### config.mk
export PLATFORM = sky130hd
export DESIGN_NAME = transmitter_flat
export DESIGN_NICKNAME = d
export VERILOG_FILES = /design/src/rtl/uart_pkg.sv /design/src/rtl/transmitter_if.sv /design/src/rtl/transmitter_crc.sv /design/src/rtl/transmitter.sv /design/src/flat_wrapper.sv
export SDC_FILE = /design/constraint.sdc
export NUM_CORES = 1
export LEC_CHECK = 0
export ABC_AREA = 0
export BUFFER_PORTS_ARGS = -buffer_cell sky130_fd_sc_hd__buf_2
export CAP_MARGIN = 10
export CORE_MARGIN = 4
export CORE_UTILIZATION = 60
export CTS_CLUSTER_DIAMETER = 120
export DETAILED_ROUTE_END_ITERATION = 6
export HOLD_SLACK_MARGIN = 0.06
export MAX_ROUTING_LAYER = met4
export PLACE_DENSITY_LB_ADDON = 0.1
export SLEW_MARGIN = 20
export SYNTH_ARGS = -nofsm -noshare
export SYNTH_HDL_FRONTEND = slang
export SYNTH_SLANG_ARGS = --single-unit
### constraint.sdc
create_clock -name clk -period 6.9 [get_ports clk]
set_input_delay 0.345 -clock clk [delete_from_list [all_inputs] [get_ports clk]]
set_output_delay 0.345 -clock clk [all_outputs]
set_load 0.02 [all_outputs]
### src/rtl/uart_pkg.sv
// Shared transmitter/receiver definitions: frame FSM states, field widths and
// the serial CRC-8 step (polynomial x^8+x^2+x+1).
package uart_pkg;

  localparam int SIZE_W = 4;
  localparam int BYTE_W = 8;
  localparam int BAUD_W = 8;
  localparam int CRC_W  = 8;

  localparam logic [CRC_W-1:0] CRC_POLY = 8'h07;

  typedef enum logic [2:0] {
    ST_IDLE,
    ST_START,
    ST_SIZE,
    ST_DATA,
    ST_CRC,
    ST_STOP
  } txState_t;

  // One MSB-first shift of the CRC register with the incoming line bit.
  function automatic logic [CRC_W-1:0] crcStep(input logic [CRC_W-1:0] crcIn,
                                               input logic bitIn);
    logic fb;
    fb = bitIn ^ crcIn[CRC_W-1];
    return {crcIn[CRC_W-2:0], 1'b0} ^ (fb ? CRC_POLY : '0);
  endfunction

endpackage

### src/rtl/transmitter_if.sv
// Frame request, byte-feed handshake and serial-line signals of the transmitter.
// The master side is the byte source / controller, the slave side is the transmitter.
interface transmitter_if;
  import uart_pkg::*;

  logic [BAUD_W-1:0] baudrate;
  logic              start;
  logic [SIZE_W-1:0] framesize;
  logic [BYTE_W-1:0] datain;
  logic              dvalid;
  logic              dready;
  logic              TX;
  logic              busy;
  logic              done;
  logic              ur;

  modport master (
    output baudrate, start, framesize, datain, dvalid,
    input  dready, TX, busy, done, ur
  );

  modport slave (
    input  baudrate, start, framesize, datain, dvalid,
    output dready, TX, busy, done, ur
  );

endinterface

### src/rtl/transmitter_crc.sv
// Serial CRC-8 accumulator shared with the receiver; one bit per enabled clock.
module crc
  import uart_pkg::*;
(
  input  logic             enable,
  input  logic             clk,
  input  logic             reset,
  input  logic             in,
  output logic [CRC_W-1:0] out
);

  logic [CRC_W-1:0] r_crc;

  always_ff @(posedge clk) begin
    if (reset) begin
      r_crc <= '0;
    end else if (enable) begin
      r_crc <= crcStep(r_crc, in);
    end
  end

  assign out = r_crc;

endmodule

### src/rtl/transmitter.sv
// Framed serial transmitter: start bit, 4-bit size, N data bytes, CRC-8, stop bit.
// Define TX_BITSTUFF_EN to insert a 0 after every five consecutive 1s in SIZE/DATA/CRC.
module transmitter
  import uart_pkg::*;
(
  input  logic          clk,
  input  logic          reset,
  transmitter_if.slave  bus
);

  txState_t          r_state, w_stateNext;
  logic [BAUD_W-1:0] r_baudCnt, w_baudCntNext, w_baudEff;
  logic [2:0]        r_bitCnt, w_bitCntNext;
  logic [SIZE_W-1:0] r_byteCnt, w_byteCntNext, r_size, r_accepted;
  logic [BYTE_W-1:0] r_shift, w_shiftNext, r_hold, w_byte;
  logic              r_holdFull, r_tx, w_txNext, r_done, w_doneNext, r_ur;
  logic              w_bitEnd, w_startAccept, w_accept, w_needByte;
  logic              w_crcEn, w_crcClear, w_stuffNow;
  logic [CRC_W-1:0]  w_crcOut;

  assign w_baudEff = (bus.baudrate == '0) ? 8'd1 : bus.baudrate;
  assign w_bitEnd  = (r_baudCnt >= w_baudEff - 8'd1);
  assign w_accept  = bus.dvalid && bus.dready;
  // A byte handed over on the very edge it is needed goes straight to the line.
  assign w_byte    = r_holdFull ? r_hold : (w_accept ? bus.datain : '0);

  assign bus.dready = (r_state != ST_IDLE) && !r_holdFull && (r_accepted < r_size);
  assign bus.TX     = r_tx;
  assign bus.busy   = (r_state != ST_IDLE);
  assign bus.done   = r_done;
  assign bus.ur     = r_ur;

`ifdef TX_BITSTUFF_EN
  logic [2:0] r_ones;

  assign w_stuffNow = w_bitEnd && (r_state inside {ST_SIZE, ST_DATA, ST_CRC}) &&
                      (r_ones == 3'd5);

  always_ff @(posedge clk) begin
    if (reset || w_startAccept || w_stuffNow) begin
      r_ones <= '0;
    end else if (w_bitEnd && (w_stateNext inside {ST_SIZE, ST_DATA, ST_CRC})) begin
      r_ones <= w_txNext ? r_ones + 3'd1 : 3'd0;
    end
  end
`else
  assign w_stuffNow = 1'b0;
`endif

  always_ff @(posedge clk) begin
    if (reset) begin
      r_state <= ST_IDLE;
    end else begin
      r_state <= w_stateNext;
    end
  end

  // Everything advances only at a bit boundary; a stuff bit freezes field position.
  always_comb begin
    w_stateNext   = r_state;
    w_txNext      = r_tx;
    w_shiftNext   = r_shift;
    w_bitCntNext  = r_bitCnt;
    w_byteCntNext = r_byteCnt;
    w_baudCntNext = r_baudCnt + 8'd1;
    w_startAccept = 1'b0;
    w_needByte    = 1'b0;
    w_crcEn       = 1'b0;
    w_doneNext    = 1'b0;
    if (r_state == ST_IDLE) begin
      w_baudCntNext = '0;
      w_txNext      = 1'b0;
      w_byteCntNext = '0;
      if (bus.start && !r_done) begin
        w_startAccept = 1'b1;
        w_stateNext   = ST_START;
        w_txNext      = 1'b1;
      end
    end else if (w_bitEnd) begin
      w_baudCntNext = '0;
      if (w_stuffNow) begin
        w_txNext = 1'b0;
      end else begin
        case (r_state)
          ST_START: begin
            w_stateNext  = ST_SIZE;
            w_shiftNext  = {r_size, 4'b0000};
            w_txNext     = r_size[3];
            w_bitCntNext = 3'd3;
            w_crcEn      = 1'b1;
          end
          ST_SIZE, ST_DATA: begin
            if (r_bitCnt != 3'd0) begin
              w_shiftNext  = r_shift << 1;
              w_txNext     = r_shift[6];
              w_bitCntNext = r_bitCnt - 3'd1;
              w_crcEn      = 1'b1;
            end else if (r_byteCnt == r_size) begin
              w_stateNext  = ST_CRC;
              w_shiftNext  = w_crcOut;
              w_txNext     = w_crcOut[7];
              w_bitCntNext = 3'd7;
            end else begin
              w_stateNext   = ST_DATA;
              w_needByte    = 1'b1;
              w_shiftNext   = w_byte;
              w_txNext      = w_byte[7];
              w_bitCntNext  = 3'd7;
              w_byteCntNext = r_byteCnt + 4'd1;
              w_crcEn       = 1'b1;
            end
          end
          ST_CRC: begin
            if (r_bitCnt != 3'd0) begin
              w_shiftNext  = r_shift << 1;
              w_txNext     = r_shift[6];
              w_bitCntNext = r_bitCnt - 3'd1;
            end else begin
              w_stateNext = ST_STOP;
              w_txNext    = 1'b0;
            end
          end
          ST_STOP: begin
            w_stateNext = ST_IDLE;
            w_txNext    = 1'b0;
            w_doneNext  = 1'b1;
          end
          default: begin
            w_stateNext = ST_IDLE;
            w_txNext    = 1'b0;
          end
        endcase
      end
    end
  end

  // An underrun still consumes its byte slot so the byte count stays aligned to N.
  always_ff @(posedge clk) begin
    if (reset) begin
      r_baudCnt  <= '0;
      r_tx       <= 1'b0;
      r_shift    <= '0;
      r_bitCnt   <= '0;
      r_byteCnt  <= '0;
      r_done     <= 1'b0;
      r_size     <= '0;
      r_accepted <= '0;
      r_hold     <= '0;
      r_holdFull <= 1'b0;
      r_ur       <= 1'b0;
    end else begin
      r_baudCnt <= w_baudCntNext;
      r_tx      <= w_txNext;
      r_shift   <= w_shiftNext;
      r_bitCnt  <= w_bitCntNext;
      r_byteCnt <= w_byteCntNext;
      r_done    <= w_doneNext;
      if (w_startAccept) begin
        r_size     <= bus.framesize;
        r_accepted <= '0;
        r_holdFull <= 1'b0;
        r_ur       <= 1'b0;
      end else if (w_needByte) begin
        if (r_holdFull) begin
          r_holdFull <= 1'b0;
        end else begin
          r_accepted <= r_accepted + 4'd1;
          if (!w_accept) begin
            r_ur <= 1'b1;
          end
        end
      end else if (w_accept) begin
        r_hold     <= bus.datain;
        r_holdFull <= 1'b1;
        r_accepted <= r_accepted + 4'd1;
      end
    end
  end

  assign w_crcClear = reset || w_startAccept;

  crc u_crc (
    .enable (w_crcEn),
    .clk    (clk),
    .reset  (w_crcClear),
    .in     (w_txNext),
    .out    (w_crcOut)
  );

endmodule

### src/flat_wrapper.sv
// flat-port wrapper written by rule: the top's interface ports become plain ports
module transmitter_flat import uart_pkg::*;
  (clk, reset, bus_baudrate, bus_start, bus_framesize, bus_datain, bus_dvalid, bus_dready, bus_TX, bus_busy, bus_done, bus_ur);
  transmitter_if bus_i ();
  input  logic clk;
  input  logic reset;
  input wire logic [$bits(bus_i.baudrate)-1:0] bus_baudrate;
  input wire logic [$bits(bus_i.start)-1:0] bus_start;
  input wire logic [$bits(bus_i.framesize)-1:0] bus_framesize;
  input wire logic [$bits(bus_i.datain)-1:0] bus_datain;
  input wire logic [$bits(bus_i.dvalid)-1:0] bus_dvalid;
  output wire logic [$bits(bus_i.dready)-1:0] bus_dready;
  output wire logic [$bits(bus_i.TX)-1:0] bus_TX;
  output wire logic [$bits(bus_i.busy)-1:0] bus_busy;
  output wire logic [$bits(bus_i.done)-1:0] bus_done;
  output wire logic [$bits(bus_i.ur)-1:0] bus_ur;
  assign bus_i.baudrate = bus_baudrate;
  assign bus_i.start = bus_start;
  assign bus_i.framesize = bus_framesize;
  assign bus_i.datain = bus_datain;
  assign bus_i.dvalid = bus_dvalid;
  assign bus_dready = bus_i.dready;
  assign bus_TX = bus_i.TX;
  assign bus_busy = bus_i.busy;
  assign bus_done = bus_i.done;
  assign bus_ur = bus_i.ur;
  transmitter u_core (.clk(clk), .reset(reset), .bus(bus_i));
endmodule
# After elaboration in Yosys (flattened, before gate mapping)
# Cells that the tools add are included.
dict set report op_classes {
  add_sub_neg 5
  n_lt_le_gt_ge 2
  reduce_logical 26
  eq_ne 11
  bitwise_logic 10
  n_mux 39
}
# operator count
set op_table {}
lappend op_table {{$mux 3} 9}
lappend op_table {{$mux 8} 3}
lappend op_table {{$mux 7} 3}
lappend op_table {{$pmux 7 s3} 1}
lappend op_table {{$pmux 3 s3} 2}
lappend op_table {{$mux 1} 16}
lappend op_table {{$mux 4} 3}
lappend op_table {{$reduce_and 4->1} 3}
lappend op_table {{$reduce_bool 3->1} 3}
lappend op_table {{$reduce_or 3->1} 3}
lappend op_table {{$add 4x1->4 const B} 2}
lappend op_table {{$add 8x1->8 const B} 1}
lappend op_table {{$ge 8x8->1} 1}
lappend op_table {{$logic_not 8->1} 1}
lappend op_table {{$not 1->1} 8}
lappend op_table {{$sub 8x1->8 const B} 1}
lappend op_table {{$xor 8x3->8} 1}
lappend op_table {{$eq 3x2->1 const B} 2}
lappend op_table {{$eq 3x3->1 const B} 2}
lappend op_table {{$ne 3x2->1 const B} 2}
lappend op_table {{$reduce_and 3->1} 2}
lappend op_table {{$reduce_or 2->1} 3}
lappend op_table {{$eq 4x4->1} 1}
lappend op_table {{$logic_and 1x1->1} 4}
lappend op_table {{13 further kinds} 16}
dict set report totals {
  word_cells 106
  reg_bits 53
}

# Longest topological paths before layout
# Gate-level depths: netlist of the first run.
dict set report depth {
  word_depth 14
  ltp_mapped 15
}

# Cells and area by module
# A second synthesis of the first run with hierarchy kept.
dict set report hier_totals {
  hier_cells 338
  area_unflattened_um2 2976.6
}
# module area_each_um2 n_inst seq_area_each_um2 cells_per_inst
set modules_own_cells {}
lappend modules_own_cells {transmitter 2652.5 1 900.9 307}
lappend modules_own_cells {crc 324.1 1 160.2 31}

# Worst setup path before layout of the first run
# No wires, ideal clock.
dict set report synth_path {
  kind {in2reg}
  start {input bus_baudrate[3]}
  end {register u_core.u_crc.r_crc[4] (netlist: u_core.u_crc.out[4])}
  setup_ps 128
  path_slack_ps 3245
  path_stages 15
  n_path_buf 1
  required_time_ps 6772
  arrival_time_ps 3527
  cell_sequence {or3_1 or4_1 o21bai_1 inv_1 ha_1 xnor2_1 ha_1 o21a_1 nor2_1 nor3_1 o21ai_2 a2111oi_2 buf_2 mux2i_1 nor2_1}
}
dict set report synth_between {
  elab_chain_len 6
}
# item line_no
set synth_lines {}
lappend synth_lines {{start: declaration} flat_wrapper.sv:7} ;# input wire logic [$bits(bus_i.baudrate)-1:0] bus_baudrate;
lappend synth_lines {{$logic_not 8->1} transmitter.sv:21} ;# assign w_baudEff = (bus.baudrate == '0) ? 8'd1 : bus.baudrate;
lappend synth_lines {{$mux 8 (*)} transmitter.sv:21}
lappend synth_lines {{$sub 8x1->8 (*)} transmitter.sv:22} ;# assign w_bitEnd = (r_baudCnt >= w_baudEff - 8'd1);
lappend synth_lines {{$ge 8x8->1 (*)} transmitter.sv:22}
lappend synth_lines {{$mux 1 (*)} transmitter.sv:79} ;# end else if (w_bitEnd) begin
lappend synth_lines {{$mux 1 (*)} transmitter.sv:70} ;# if (r_state == ST_IDLE) begin
lappend synth_lines {{end signal: assignment} transmitter_crc.sv:18} ;# r_crc <= crcStep(r_crc, in);
lappend synth_lines {{end: declaration} transmitter_crc.sv:12} ;# logic [CRC_W-1:0] r_crc;
# Mark *: on every way between the ends. The rest lies on a longest branch, timed or not.
# A chain may end at the register's enable or synchronous reset.

# Worst setup path after layout of the first run
dict set report layout_path {
  start {input bus_baudrate[3]}
  end {register u_core.r_shift[5]}
}
dict set report layout_between {
  elab_chain_len 5
}
# item line_no
set layout_lines {}
lappend layout_lines {{$logic_not 8->1} transmitter.sv:21}
lappend layout_lines {{$mux 8 (*)} transmitter.sv:21}
lappend layout_lines {{$sub 8x1->8 (*)} transmitter.sv:22}
lappend layout_lines {{$ge 8x8->1 (*)} transmitter.sv:22}
lappend layout_lines {{$reduce_and 4->1 (no line) (*)} --}
lappend layout_lines {{end signal: assignment} transmitter.sv:154} ;# r_shift <= w_shiftNext;
lappend layout_lines {{end: declaration} transmitter.sv:15} ;# logic [BYTE_W-1:0] r_shift, w_shiftNext, r_hold, w_byte;
# Marked as above.

==> results.cfg, run 1 <==
[floorplan]
die_h_um = 78.5
fp.dieArea_um2 = 6170
design.core.area_um2 = 4790
rows = 25
start_util = 0.624
dieWidth_um = 78.5
pin_count = 29

[placed_design]
io_buffers = 28
place_ws_ns = 2.57
placed_area_um2 = 3140
place.gp.congestion = 0.881
placed_cells = 435
dp_hpwl_mm = 4.75

[power]
peakVddDrop_uv = 123
power_density_nw_per_um2 = 195
power.leakage_nw = 1.23

[sta]
worst_slew_pin_slew_ns = 1.12
hold_viol = 0
fin_ws_ns = 3.17
fmax_ghz = 0.268
fin_skew_ns = 0.00693
grt_setup_unrepaired = no
timing.final.crit_share = 0.541
slew-limit-headroom = 0.247
slew_viol_final = 0
fin_setup_tns_ns = 0
setup_viol = 0
layout_min_cycle_time_ns = 3.73

[setup_path]
endpoint_kind = flip-flop
startpoint_type = input port
critical_path_class = in -> reg
cp_slowest_stage_delay_ns = 0.60
worstPathRequired_ns = 7.07
crit_slowest_cell = nor2_2
crit_fanout = 18
path_cells = buf_2 > or3_1 > or4_1 > o21bai_1 > inv_1 > ha_1 > xnor2_1 > ha_1 > o21a_1 > nor2_1 > nor3_1 > o21ai_2 > nor2_2 > o311a_1 > nor3_1
worstPathArrival_ns = 3.90

[synth]
ys.flop_type = dfxtp_1
synth_most_common_cell = dfxtp_1
synth_area_leaders = dfxtp_1 36%, ha_1 7.1%, nor2_1 6.3%, a21oi_1 4.5%, mux2i_1 3.7%
yosysTopAreaCell = dfxtp_1
synth_top_area_frac = 0.356
ys_async_sr_fraction = 0
syn-mean-instance-area_um2 = 8.41
ys_types = 52
seq_area_frac_synth = 0.356
yosysWarnings = 0
syn_area_um2 = 2980
synth_seq_cells = 53
synth_nets = 396
synthTopCellsByCount = 53 x dfxtp_1, 50 x nor2_1, 27 x a21oi_1
syn-instance-count = 355
synth_edf_count = 0

[global_routing]
grt_usage = 0.235
overflow = 0
grt_pass1_wl_mm = 11.3
antenna_found_initial = 0
grt_pass1_vias = 2461
grt_max_degree = 31

[layout]
fin_area_um2 = 3230
n_antenna_cell = 0
stdcell_count = 442
drive_above_1_share = 0.123
syn2layout_area_growth_pct = 8.34
finalNetCount = 416

[drt]
firstDrtPassIters = 4
avgRoutedWirePerCell_um = 14.9
vias = 2618
post-route-drc-count = 0
wl_mm = 6.57
drtIter0Drc = 199
antenna_left = 0
via_per_inst = 5.92

[clocking]
cts_hold_buf = 0
clkLatencyLatePin_ns = 0.30
root_buffer = clkbuf_8
cts_setup_buffers = 0
clk_pin_slew_worst_paths_ns = 0.08
cts_tree = done
htreeDepth = 2
cts_buffers = 5
clockBufferDepth = 2
ctsResizeCount = 0
clkSinkCount = 53

[run_status]
status = completed

[min_path]
min_path_type = in -> reg

[job]
maxCapViolCount = 0
-- where the power goes --
group,total (mW),switching [mW],internal [mW]
registers,0.324,0.0104,0.313
logic,0.129,0.0789,0.0498
clock network,0.178,0.0978,0.0799
-- cell usage in the layout (no fill, tap or decap), types with 5 or more instances in the layout --
cell,synthesis,layout
mux2i_1,11,11
o22ai_1,5,5
nor2_1,50,49
dfxtp_1,53,53
a221oi_1,7,7
a211oi_1,7,7
xnor2_1,9,9
buf_2,4,28
nor3_1,15,15
nand2_1,25,25
o21ai_0,12,12
inv_1,13,13
clkbuf_8,0,6
ha_1,17,17
a21oi_1,27,27
nand3_1,17,17
xor2_1,12,12
-- cells by family after synthesis --
| family | count (synthesis) | synth area share |
|---|---|---|
| DFF | 53 | 0.356 |
| and+or+nand+nor | 136 | 0.218 |
| AOI/OAI and AO/OA | 84 | 0.192 |
| muxes | 11 | 0.0369 |
| adders and majority gates | 17 | 0.0713 |
| buffers and inverters | 31 | 0.0482 |
| xor gates and xnor gates | 23 | 0.0771 |
-- per-stage QoR --
| step | total power [mW] | util | hold slack [ns] |
|---|---|---|---|
| 2_1_floorplan | 0.427 | - | 0.436 |
| 3_3_place_gp | 0.454 | 0.655 | 0.442 |
| 3_5_place_dp | 0.456 | 0.655 | 0.446 |
| 4_1_cts | 0.630 | 0.673 | 0.270 |
| 5_1_grt | 0.660 | 0.676 | 0.298 |
| 6_report | 0.630 | 0.676 | 0.273 |
-- sequential cells by signal (all words and copies together), names as in the netlist --
register           cells
u_core.bus.TX          1
u_core.r_shift         7
u_core.r_state         3
u_core.r_bitCnt        3
u_core.r_holdFull      1
u_core.bus.ur          1
u_core.r_byteCnt       4
u_core.r_accepted      4
u_core.r_baudCnt       8
u_core.r_hold          8
u_core.bus.done        1
u_core.r_size          4
u_core.u_crc.out       8
-- worst paths after layout --
path | startpoint | end | slack [ns] | cells after the start
worst max-delay path | bus_baudrate[3] | u_core.r_shift[5] | 3.17 | 15
worst min-delay path | bus_framesize[1] | u_core.r_size[1] | 0.27 | 3
worst max register to register | u_core.r_bitCnt[0] | u_core.u_crc.out[1] | 3.98 | 8
worst min register to register | u_core.r_hold[5] | u_core.r_hold[5] | 0.46 | 2
-- critical path: cells and delay by family --
| family | cells | cell delay [ns] |
|---|---|---|
| AOI/OAI and AO/OA | 4 | 0.81 |
| and+or+nand+nor | 6 | 1.87 |
| buffers and inverters | 2 | 0.22 |
| xor gates and xnor gates | 1 | 0.15 |
| adders and majority gates | 2 | 0.51 |
-- final cells by class --
cell class | count | area [um2]
tap | 67 | 83.8
timing repair buffer | 31 | 163
inverter | 13 | 48.8
clock buffer | 7 | 86.3
sequential | 53 | 1060
multi-input combinational | 271 | 1790
fill | 434 | 1550
-- routing by layer --
layer  track usage  part of all wire
met4        0.0787             0.018
met1         0.303              0.48
met2         0.371              0.45
met5             -                 0
met3        0.0436             0.053
No activity file was read; power rests on OpenSTA's default activity.
==> run 2, diff against run 1 <==
Settings changed: CORE_UTILIZATION 60 to 53.
Clock period 6.9 ns to 3.4 ns, I/O delays scaled along.
==> run 2 against run 1 <==
Die area increased by 12%. Critical path type unchanged. Flip-flop and latch count unchanged. Clock skew is 0.0051 ns higher. Critical path depth stayed put. First-iteration DRC count rose by 16%. Clock power increased by 97%.
==> results.cfg, run 2 (same netlist as run 1, synthesis figures left out) <==
[global_routing]
grt_pass1_wl_mm = 11.7
grt_pass1_vias = 2517
grt_max_degree = 31
grt_usage = 0.206
overflow = 0
antenna_found_initial = 0

[clocking]
cts_hold_buf = 0
clkLatencyLatePin_ns = 0.31
root_buffer = clkbuf_8
clkSinkCount = 53
cts_tree = done
clockBufferDepth = 2
htreeDepth = 2
cts_buffers = 5
clk_pin_slew_worst_paths_ns = 0.10

[min_path]
min_path_type = in -> reg

[layout]
stdcell_count = 467
n_antenna_cell = 0
utilization = 0.621
drive_above_1_share = 0.177
layout_commonest_cell = dfxtp_1
syn2layout_area_growth_pct = 13.9
final_cell_mix = 53 x dfxtp_1, 50 x nor2_1, 28 x buf_2
finalNetCount = 435

[power]
p_seq_frac = 0.512
comb_power_share = 0.214
internal-power_mw = 0.895
peakVddDrop_uv = 246
swShare = 0.303
power.leakage_nw = 1.32
power_density_nw_per_um2 = 377
p_clk_frac = 0.274
p_switching_mw = 0.388

[floorplan]
start_util = 0.545
rows = 27
die_h_um = 83.0
pin_count = 29
dieWidth_um = 83.0
fp.dieArea_um2 = 6890
design.core.area_um2 = 5470

[setup_path]
worstPathRequired_ns = 3.65
endpoint_kind = flip-flop
path_common_cell = buf_4
crit_fanout = 4
cp_slowest_stage_delay_ns = 0.45
critical_path_class = in -> reg
path_cells = buf_2 > or3_1 > or4_1 > o21bai_2 > inv_1 > buf_4 > ha_1 > nand2b_1 > a2111oi_1 > buf_4 > nor3_2 > o221a_2 > o22ai_4 > xor3_1 > a21oi_1
worstPathArrival_ns = 3.45
startpoint_type = input port
crit_slowest_cell = or4_1

[placed_design]
io_buffers = 28
place.gp.congestion = 0.848
placed_cells = 458
dp_hpwl_mm = 4.94

[drt]
post-route-drc-count = 0
avgRoutedWirePerCell_um = 14.3
antenna_left = 0
via_per_inst = 5.67
firstDrtPassIters = 5
drtIter0Drc = 231
wl_mm = 6.66
vias = 2646

[sta]
layout_min_cycle_time_ns = 3.20
slew-limit-headroom = 0.610
fin_skew_ns = 0.0120
setup_viol = 0
timing.final.crit_share = 0.942
hold_viol = 0
worst_slew_pin_slew_ns = 0.583
fmax_ghz = 0.312
slew_viol_final = 0

[job]
maxCapViolCount = 0

[run_status]
status = completed
run 2: power groups by stage:
stage               combinational (mW)  clock (mW)  sequential, mW
floorplan                        0.205           0           0.662
global placement                 0.264           0           0.671
detailed placement               0.268           0           0.672
CTS                              0.269       0.354           0.657
global route                     0.310       0.385           0.660
finish                           0.275       0.351           0.657
run 2: worst paths after layout:
check	to	cells past startpoint	slack, ns	startpoint
setup / recovery	u_core.u_crc.out[2]	15	0.20	bus_baudrate[3]
hold / removal	u_core.r_size[1]	3	0.09	bus_framesize[1]
setup reg to reg	u_core.u_crc.out[2]	10	0.85	u_core.r_baudCnt[0]
hold reg to reg	u_core.r_hold[3]	2	0.46	u_core.r_hold[3]
run 2: final cells by class:
type,count,area [um2]
Multi-Input combinational cell,271,1810
Fill cell,534,2070
Clock inverter,2,10.0
Tap cell,72,90.1
Clock buffer,6,72.6
Timing Repair Buffer,50,305
Inverter,13,48.8
Sequential cell,53,1060
run 2: metal layers:
| metal | GRT usage | share of wire |
|---|---|---|
| met5 | - | 0 |
| met4 | 0.0535 | 0.011 |
| met3 | 0.0367 | 0.046 |
| met2 | 0.324 | 0.45 |
| met1 | 0.274 | 0.49 |
run 2: worst max-delay path, delay by kind of cell:
kind | cells | cell delay [ns]
compound gates | 5 | 1.24
xor+xnor | 1 | 0.25
fa+ha+maj | 1 | 0.26
buf+inv | 4 | 0.51
simple gates | 4 | 1.03
run 2: metrics by stage:
| stage | hold slack, ns | total power [mW] | setup WS (ns) | setup TNS, ns | area [um2] |
|---|---|---|---|---|---|
| after floorplan | 0.314 | 0.867 | -0.00908 | -0.00908 | 2990 |
| after global placement | 0.402 | 0.935 | -0.119 | -0.662 | 3280 |
| after detailed placement | 0.412 | 0.939 | -0.250 | -3.54 | 3280 |
| after CTS | 0.0875 | 1.28 | 0.0843 | 0 | 3360 |
| after global routing | 0.110 | 1.35 | -0.0265 | -0.104 | 3400 |
| final | 0.0901 | 1.28 | 0.198 | 0 | 3400 |
run 2: repair_timing:
item,in CTS,in global routing
resized for setup,0,7
setup buffers,0,1
endpoints found under the setup margin,0,25
==> run 3, diff against run 2 <==
Settings changed: REMOVE_ABC_BUFFERS set to 1.
==> run 3 against run 2 <==
Critical path depth is 2 higher. Final area up 1.0%. Via count shrank 0.72%. Highest routed layer unchanged.
==> results.cfg, run 3 (same netlist as run 1, synthesis figures left out) <==
[power]
power_density_nw_per_um2 = 373
peakVddDrop_uv = 219
power.leakage_nw = 1.33

[min_path]
min_path_type = in -> reg
hold_depth = 3
hp-start = bus_framesize[1]
min_to = u_core.r_size[1]

[sta]
fmax_ghz = 0.317
slew-limit-headroom = 0.274
slew_viol_final = 0
timing.final.crit_share = 0.927
grt_setup_unrepaired = no
fin_skew_ns = 0.00457
holdWs_ns = 0.100
layout_min_cycle_time_ns = 3.15
worst_slew_pin_slew_ns = 1.08
setup_viol = 0
hold_viol = 0

[setup_path]
crit_fanout = 6
path_cells = buf_2 > or3_1 > or4_4 > o21bai_4 > inv_1 > buf_4 > ha_1 > nand2b_1 > a2111oi_1 > buf_4 > nor3_2 > o21ai_2 > buf_4 > nor3_1 > buf_4 > a21oi_1 > nor2_1
path_common_cell = buf_4
startpoint_type = input port
critical_path_class = in -> reg
worstPathRequired_ns = 3.57
cp_slowest_stage_delay_ns = 0.45
r2r_end = u_core.bus.ur
rrSetupSlack_ns = 0.85
crit_slowest_cell = or4_4
rr_worst_depth = 12
worstPathArrival_ns = 3.32
endpoint_kind = flip-flop
rr_startpoint = u_core.r_baudCnt[0]

[layout]
layout_commonest_cell = dfxtp_1
utilization = 0.628
n_antenna_cell = 0
drive_above_1_share = 0.182
fin_area_um2 = 3430
final_cell_mix = 53 x dfxtp_1, 50 x nor2_1, 28 x buf_2
finalNetCount = 436
syn2layout_area_growth_pct = 15.1

[drt]
via_per_inst = 5.63
vias = 2627
antenna_left = 0
firstDrtPassIters = 4
post-route-drc-count = 0
avgRoutedWirePerCell_um = 14.9
drtIter0Drc = 165
wl_mm = 6.95

[clocking]
root_buffer = clkbuf_8
clockBufferDepth = 2
clkLatencyLatePin_ns = 0.30
htreeDepth = 2
cts_tree = done
cts_buffers = 5
clk_pin_slew_worst_paths_ns = 0.08
clkSinkCount = 53

[global_routing]
grt_pass1_vias = 2507
grt_usage = 0.209
overflow = 0
grt_pass1_wl_mm = 11.8
antenna_found_initial = 0
grt_max_degree = 31

[placed_design]
placed_area_um2 = 3280
io_buffers = 28
place.gp.congestion = 0.904
dp_hpwl_mm = 5.13

[job]
maxCapViolCount = 0

[run_status]
status = completed

[floorplan]
die_h_um = 83.0
dieWidth_um = 83.0
design.core.area_um2 = 5470
rows = 27
start_util = 0.545
fp.dieArea_um2 = 6890
pin_count = 29
run 3: changes by cell type in the layout (fill, tap and decap cells not counted), sizes merged:
cell	change
clkdlybuf4s15	+1
clkinv	-2
clkbuf	+1
run 3: cell type report:
| class | instances | area [um2] |
|---|---|---|
| Fill cell | 505 | 2040 |
| Timing Repair Buffer | 51 | 317 |
| Multi-Input combinational cell | 271 | 1830 |
| Clock buffer | 7 | 86.3 |
| Sequential cell | 53 | 1060 |
| Tap cell | 72 | 90.1 |
| Inverter | 13 | 48.8 |
run 3: per-stage QoR:
step           std cells  power (mW)  setup TNS (ns)  worst slack, ns
2_1_floorplan        337       0.843           -7.54           -0.399
3_3_place_gp         458       0.932          -0.673          -0.0870
3_5_place_dp         458       0.936           -2.44           -0.228
4_1_cts              465        1.29               0           0.0703
5_1_grt              467        1.36               0           0.0426
6_report             467        1.28               0            0.248
run 3: routing by layer:
layer | GRT usage | routed length, um
met1 | 0.287 | 3280
met2 | 0.317 | 3160
met3 | 0.0357 | 412
met4 | 0.0639 | 100
met5 | - | 0
run 3: power by group:
group	internal, mW	switching [mW]	leakage (nW)	total, mW
logic	0.111	0.163	0.855	0.274
registers	0.636	0.0217	0.428	0.658
clock network	0.162	0.187	0.0443	0.349
total	0.909	0.371	1.33	1.28
run 3: worst max path at each step:
stage                    start                  end  cells past startpoint
2_1_floorplan  bus_baudrate[3]  u_core.u_crc.out[3]                     14
3_3_place_gp   bus_baudrate[3]  u_core.u_crc.out[2]                     14
3_5_place_dp   bus_baudrate[3]  u_core.u_crc.out[4]                     16
4_1_cts        bus_baudrate[3]  u_core.u_crc.out[4]                     16
5_1_grt        bus_baudrate[3]  u_core.u_crc.out[5]                     16
6_report       bus_baudrate[3]        u_core.bus.ur                     17
run 3: worst max-delay path: cells and delay by family:
family,cells,cell delay (ns)
and+or+nand+nor,6,1.14
adders and majority gates,1,0.25
buffers and inverters,6,0.89
AOI/OAI and AO/OA,4,0.87
run 3: what timing repair did:
| action | in CTS | in global routing |
|---|---|---|
| hold buffers | 0 | 0 |
| gates resized for setup | 0 | 8 |
| setup buffers | 0 | 1 |
| setup endpoints to repair | 0 | 20 |
